## src/rtl/mem_dump_ctrl.sv

```systemverilog
// mem_dump_ctrl: memory-dump sequencer that walks an inclusive address range,
// reading each word through the memory port shared with the CPU and handing
// address/data pairs to the display logic over a valid/ready handshake.
// The CPU has priority on the port, but the dump gets one port cycle after
// STARVE consecutive CPU-held cycles in REQ.
// Optional feature macro: MEM_DUMP_AUTO_EN (honour auto_mode in HOLD).
module mem_dump_ctrl #(
    parameter int unsigned AW     = 16,
    parameter int unsigned DW     = 16,
    parameter int unsigned STARVE = 8
) (
    input  logic          clk,
    input  logic          reset,
    input  logic          start,
    input  logic          abort,
    input  logic          step,
    input  logic          auto_mode,
    input  logic [AW-1:0] base_addr,
    input  logic [AW-1:0] last_addr,
    input  logic          cpu_req,
    output logic          cpu_grant,
    output logic [AW-1:0] mem_addr,
    output logic          mem_rd,
    input  logic [DW-1:0] mem_rdata,
    output logic [AW-1:0] dump_addr,
    output logic [DW-1:0] dump_data,
    output logic          dump_valid,
    input  logic          dump_ready,
    output logic          busy,
    output logic          done
);

    typedef enum logic [2:0] {StIdle, StReq, StWait, StPresent, StHold} state_e;

    localparam logic [7:0] StarveMax = 8'(STARVE);

    state_e        state_q;
    logic [AW-1:0] cur_addr_q;
    logic [AW-1:0] end_addr_q;
    logic [7:0]    starve_cnt_q;
    logic [AW-1:0] dump_addr_q;
    logic [DW-1:0] dump_data_q;
    logic          dump_valid_q;
    logic          done_q;

    logic          cpu_wins;
    logic          advance;

`ifdef MEM_DUMP_AUTO_EN
    assign advance = step | auto_mode;
`else
    logic unused_auto_mode;
    assign unused_auto_mode = auto_mode;
    assign advance          = step;
`endif

    // Port arbitration: CPU keeps the port unless it has already starved the dump.
    always_comb begin
        cpu_wins  = cpu_req && (starve_cnt_q < StarveMax);
        mem_rd    = (state_q == StReq) && !cpu_wins;
        cpu_grant = cpu_req && !mem_rd;
    end

    assign mem_addr   = cur_addr_q;
    assign dump_addr  = dump_addr_q;
    assign dump_data  = dump_data_q;
    assign dump_valid = dump_valid_q;
    assign busy       = (state_q != StIdle);
    assign done       = done_q;

    // Dump sequencer; abort overrides every transition out of a busy state.
    always_ff @(posedge clk or posedge reset) begin
        if (reset) begin
            state_q      <= StIdle;
            cur_addr_q   <= '0;
            end_addr_q   <= '0;
            starve_cnt_q <= '0;
            dump_addr_q  <= '0;
            dump_data_q  <= '0;
            dump_valid_q <= 1'b0;
            done_q       <= 1'b0;
        end else begin
            done_q <= 1'b0;
            if (abort && (state_q != StIdle)) begin
                state_q      <= StIdle;
                dump_valid_q <= 1'b0;
                done_q       <= 1'b1;
            end else begin
                case (state_q)
                    StIdle: begin
                        // A simultaneous abort suppresses the start.
                        if (start && !abort) begin
                            cur_addr_q   <= base_addr;
                            end_addr_q   <= last_addr;
                            starve_cnt_q <= '0;
                            state_q      <= StReq;
                        end
                    end
                    StReq: begin
                        if (mem_rd) begin
                            starve_cnt_q <= '0;
                            state_q      <= StWait;
                        end else begin
                            starve_cnt_q <= starve_cnt_q + 8'd1;
                        end
                    end
                    StWait: begin
                        dump_data_q  <= mem_rdata;
                        dump_addr_q  <= cur_addr_q;
                        dump_valid_q <= 1'b1;
                        state_q      <= StPresent;
                    end
                    StPresent: begin
                        if (dump_ready) begin
                            dump_valid_q <= 1'b0;
                            if (cur_addr_q == end_addr_q) begin
                                done_q  <= 1'b1;
                                state_q <= StIdle;
                            end else begin
                                // Natural wrap from all-ones to zero.
                                cur_addr_q <= cur_addr_q + AW'(1);
                                state_q    <= StHold;
                            end
                        end
                    end
                    StHold: begin
                        if (advance) begin
                            state_q <= StReq;
                        end
                    end
                    default: state_q <= StIdle;
                endcase
            end
        end
    end

endmodule

```

## config.mk

```make
export PLATFORM = sky130hd
export DESIGN_NAME = mem_dump_ctrl
export DESIGN_NICKNAME = d
export VERILOG_FILES = /design/src/rtl/mem_dump_ctrl.sv
export SDC_FILE = /design/constraint.sdc
export NUM_CORES = 1
export LEC_CHECK = 0
export CAP_MARGIN = 0
export CORE_UTILIZATION = 43
export DETAILED_ROUTE_END_ITERATION = 10
export HOLD_SLACK_MARGIN = 0.06
export MAX_ROUTING_LAYER = met4
export PLACE_DENSITY = 0.85
export SLEW_MARGIN = 10
export SYNTH_ARGS = -nofsm -noshare
export SYNTH_HDL_FRONTEND = slang
export SYNTH_SLANG_ARGS = --single-unit
```

## constraint.sdc

```tcl
create_clock -name clk -period 2.2 [get_ports clk]
set_input_delay 0.33 -clock clk [delete_from_list [all_inputs] [get_ports clk]]
set_output_delay 0.33 -clock clk [all_outputs]
set_load 0.01 [all_outputs]
```

Yosys cells after proc, flatten, opt, wreduce, memory -nomap -nowiden
Index checks and enable logic that the tools add are counted.
Word-level totals
  bits in registers: 77
  bits of input ports: 56
  output and inout port bits: 53
  logic and storage cells: 64
Cells by class
  add/sub/neg operators: 2
  order comparisons: 1
  eq/ne operators: 12
  multiplexer cells: 21
  bitwise gates (word level): 1
  reduce and logical (&&, ||, !) cells: 19
Operator list (count)
  16-bit 2-to-1 mux: 3
  16-bit one-hot mux with 2 select lines: 1
  3-bit 2-to-1 mux: 6
  16-bit by 1-bit adder with 16-bit output (second input constant): 1
  16-bit == test: 1
  8-bit 2-to-1 mux: 2
  8-bit one-hot mux with 2 select lines: 1
  3-bit one-hot mux with 5 select lines: 1
  3-bit inequality test (second input constant): 3
  8-bit by 1-bit adder with 8-bit output (second input constant): 1
  8-bit by 4-bit less-than comparator with 1-bit output (second input constant): 1
  3-bit by 2-bit == test with 1-bit output (second input constant): 2
  1-bit 2-to-1 mux: 6
  2-bit inequality test (second input constant): 3
  3-bit AND reduction: 2
  3-bit nonzero test: 2
  1-bit logical AND: 5
  5-bit AND reduction: 1
  2-bit AND reduction: 2
  4-bit AND reduction: 1
  2-bit nonzero test: 2
  3-bit by 1-bit == test with 1-bit output (second input constant): 1
  3-bit == test (second input constant): 1
  1-bit zero test: 3
  other kinds (4): 4

Depth between registers and ports, before layout
  depth after elaboration: 7
  depth in mapped cells: 7
  gate-level depth less buffers: 6

Least setup slack after synthesis
OpenSTA, ideal clock, no wires.
  kind: register to register
  from: register cur_addr_q[7] (netlist: mem_addr[7])
  to: register cur_addr_q[5] (netlist: mem_addr[5])
  setup time: 0.126 ns
  data arrival time: 1.691 ns
  data required time: 2.074 ns
  slack: 0.383 ns
  stages on the path, launching flop included: 8
  path buffers: 2
  period minus slack after synthesis: 1.817 ns
  cell sequence: dfrtp_1 buf_6 xor2_2 nor4_2 and4_4 buf_8 nor4_1 o32a_1
Between the ends
  word-level cells in the longest chain between the ends: 3
Ends and longest elaborated chain
  start, declared: line 38  | logic [AW-1:0] cur_addr_q;
  start signal, assigned: line 93  | cur_addr_q <= base_addr;
  start signal, assigned: line 121  | cur_addr_q <= cur_addr_q + AW'(1);
  16-bit == test: line 116  | if (cur_addr_q == end_addr_q) begin
  2-bit inequality test (no line)
  5-bit AND reduction (no line)
No other way between the ends.
A chain may end at the register's enable or synchronous reset.

Worst setup path after layout
  from: register cur_addr_q[13] (netlist: mem_addr[13])
  to: register cur_addr_q[7] (netlist: mem_addr[7])
The elaborated chain is that of the path after synthesis.

==> flow_summary.toml <==
[outcome]
result_of_the_run = "completed"

[grt]
initial_antenna_violation_count = 0
grt.overflow.total = 0
grtUsageTotal_pct = 23.47
grt_util_met2_pct = 38.62
met3_usage_pct = 3.741
grt.met1_usage_pct = 28.96
grt_start_max_net_pins = 78
first_pass_grt_wire_length_um = 17020
grt_busiest_layer = "met2"
grt_pass1_vias = 3384

[setup_path]
critical_path_required_ps = 2420
maximum_fanout_encountered_on_the_critical_timing_path = 9
worst-endpoint-arrival_ps = 2310
critical_path.cell_chain = "xor2_1 > nor4_2 > and4_4 > buf_4 > mux2i_1 > nand4_1"
setup.worst_path.start_class = "flop"
cp_slowest_stage_delay_ps = 460
critical_setup_path_class = "flop to flop"
crit_path_top_delay_cell = "dfrtp_1"
crit_path_end_kind = "flop"

[finish]
antenna-diode-count = 0
design.final.nets = 561
utilization_of_the_core_after_routing_pct = 62.96
areaGrowthSynthToFinish_pct = 41.32
layout-drive-gt1-share_pct = 20.47
fillers = 686

[drt]
post_drt_via_cell_ratio = 5.601
drt_pass1_iterations = 4
via_count = 3450
routedWlPerCell_um = 16.68
drtAntennaViolNets = 0
postRouteWirelength_um = 10280
drt_drc_violations_left = 0
dr.first_iter.drc_count = 158

[cts]
tritoncts_buffers = 9
clk_latency_ps = 360
cts_tree = "built"
ctsLongestPathBuffers = 2
ctsHoldBuffers = 0
clk_transition_reported_paths_ps = 90
cts.htree.levels = 3
cts_root_buffer = "clkbuf_8"
clock_sink_count = 77

[floorplan]
pin_count = 109
floorplan.die.width_um = 97.05
floorplan.die.height_um = 97.05
initial_utilization_pct = 44.55
die_area_um2 = 9419
core_area_um2 = 8721
rows = 34

[logic_synthesis]
count_of_synthesis_stage_warnings_from_yosys = 0
synth.cell_area_um2 = 3885
yosys_most_used_dff = "dfrtp_1"
net_count_synth = 428
yosysSeqAreaShare_pct = 49.60
synth_largest_type_area_fraction_pct = 49.60
syn_avg_cell_area_um2 = 10.50
postSynthRegisterBits = 77
netlist_top_cells_area = "dfrtp_1 (50%), mux2_2 (9.6%), nand2_1 (6.5%)"
synth_async_sr_flop_share_pct = 100.0
yosys.area.top_type = "dfrtp_1"
synthCells = 370
synth-edff-count = 0
synth.lib_cells_used.distinct = 57

[place]
port-buffer-count = 107
finalWeightedCongestion = 0.8650
dp.final_hpwl_um = 7253

[timing]
final_hold_fails = 0
finalSetupViolations = 0
worst_slew_pin_slew_ps = 431.3
rsz_0062_raised_after_global_routing = "no"
fin_worst_skew_ps = 10.90
post-route-period-util_pct = 95.13
fmax_mhz = 477.8
final_max_slew_viol_count = 0
layout_min_cycle_time_ps = 2093
slew-limit-headroom_pct = 71.01
finalSetupTns_ps = 0

[flow_run]
timing.max_cap.violations = 0

[power_and_ir_drop]
leakagePower_nw = 2.364
power.total_mw = 5.826
vdd_ir_drop_max_mv = 0.5770
power_density_nw_per_um2 = 1061

[hold_path]
holdCritPathClass = "input pin to async pin"
[state kept, by name, summed over array words and instances, names as in the netlist]
register      flops
dump_valid        1
state_q           3
starve_cnt_q      8
done              1
end_addr_q       16
dump_data        16
mem_addr         16
dump_addr        16
[power breakdown]
group	switching, mW	internal, mW
Combinational	1.03	1.40
Sequential	0.365	1.90
Clock	0.582	0.542
[logic make-up after synthesis]
family	synth area share, %
multiplexers	10.60
AO/OA/AOI/OAI	9.501
adder cells (fa/ha/maj)	0.6440
buffers and inverters	4.734
XOR/XNOR	3.994
AND/OR/NAND/NOR	20.93
flip-flops	49.60
[cell usage after synthesis, types with 3 or more instances]
master / instances
nor4_2: 4
dfrtp_1: 77
nor2b_1: 3
and3_1: 5
o32a_1: 3
o21a_1: 3
nor3b_1: 5
a311oi_1: 3
buf_2: 8
xor2_1: 14
mux2_2: 33
inv_1: 6
nor4_1: 8
nand4_1: 6
a31oi_1: 8
a211oi_1: 5
nand2_1: 67
clkbuf_1: 4
nor3_1: 10
mux2i_1: 4
nor2_1: 24
nand3_1: 12
a21oi_1: 6
o21ai_0: 5
buf_6: 5
[through the flow]
step                      std cells  worst slack (ps)  hold WS, ps  area [µm²]
after floorplan                 370             383.1        435.4        3889
after global placement          599             127.0        478.2        5243
after detailed placement        599             104.6        483.7        5243
after CTS                       616             22.43        462.2        5484
after global routing            616             39.70        491.6        5490
final                           616             107.0        422.4        5490
[area by class of cell]
type,instances,area (µm²),share of cell area (%)
flip-flops and latches,77,1928,35.12
multi-input cells,266,1821,33.16
repair buffers,143,1376,25.07
well taps,108,135.1,2.461
clock buffers,9,123.9,2.256
clock inverters,7,80.08,1.459
inverters,6,26.28,0.4786
[metal layers]
layer	vias up	wire [µm]
li1	1594	-
met4	0	252
met1	1695	4279
met5	-	0
met2	138	5150
met3	23	593
[worst max-delay path, delay by kind of cell (launching register included)]
family        cells  cell delay, ps
xor+xnor          1             180
buf+inv           1             170
flops             1             460
mux               1             210
simple gates      3             940
[cell usage in the layout, fill, tap and decap left out, drive strengths merged, types with 4 or more instances in the layout]
master         synthesis  final
a211oi                 5      5
a21oi                  6      6
a31oi                  8      8
and3                   7      7
buf                   15     36
clkbuf                 6      9
clkdlybuf4s50          0    105
dfrtp                 77     77
inv                    6      9
mux2                  33     33
mux2i                  4      4
nand2                 67     67
nand3                 12     12
nand4                  6      6
nor2                  24     24
nor3                  11     11
nor3b                  5      5
nor4                  12     12
o21ai                  6      6
xor2                  16     16
[repair_timing]
item / 4_1_cts / 5_1_grt
setup buffers: 1 / 0
setup endpoints to repair: 3 / 1
gates cloned: 0 / 0
gates resized for setup: 9 / 1
[final timing paths]
path	startpoint	slack [ps]	to	cells past startpoint
worst max-delay path	mem_addr[13]	110	mem_addr[7]	6
worst max register to register	mem_addr[13]	110	mem_addr[7]	6
max in group asynchronous	reset	1420	dump_addr[3]	3
worst min-delay path	reset	420	dump_valid	3
worst min register to register	end_addr_q[3]	500	end_addr_q[3]	2
min in group clk	last_addr[3]	500	end_addr_q[3]	3
No activity file was read; power rests on OpenSTA's default activity.
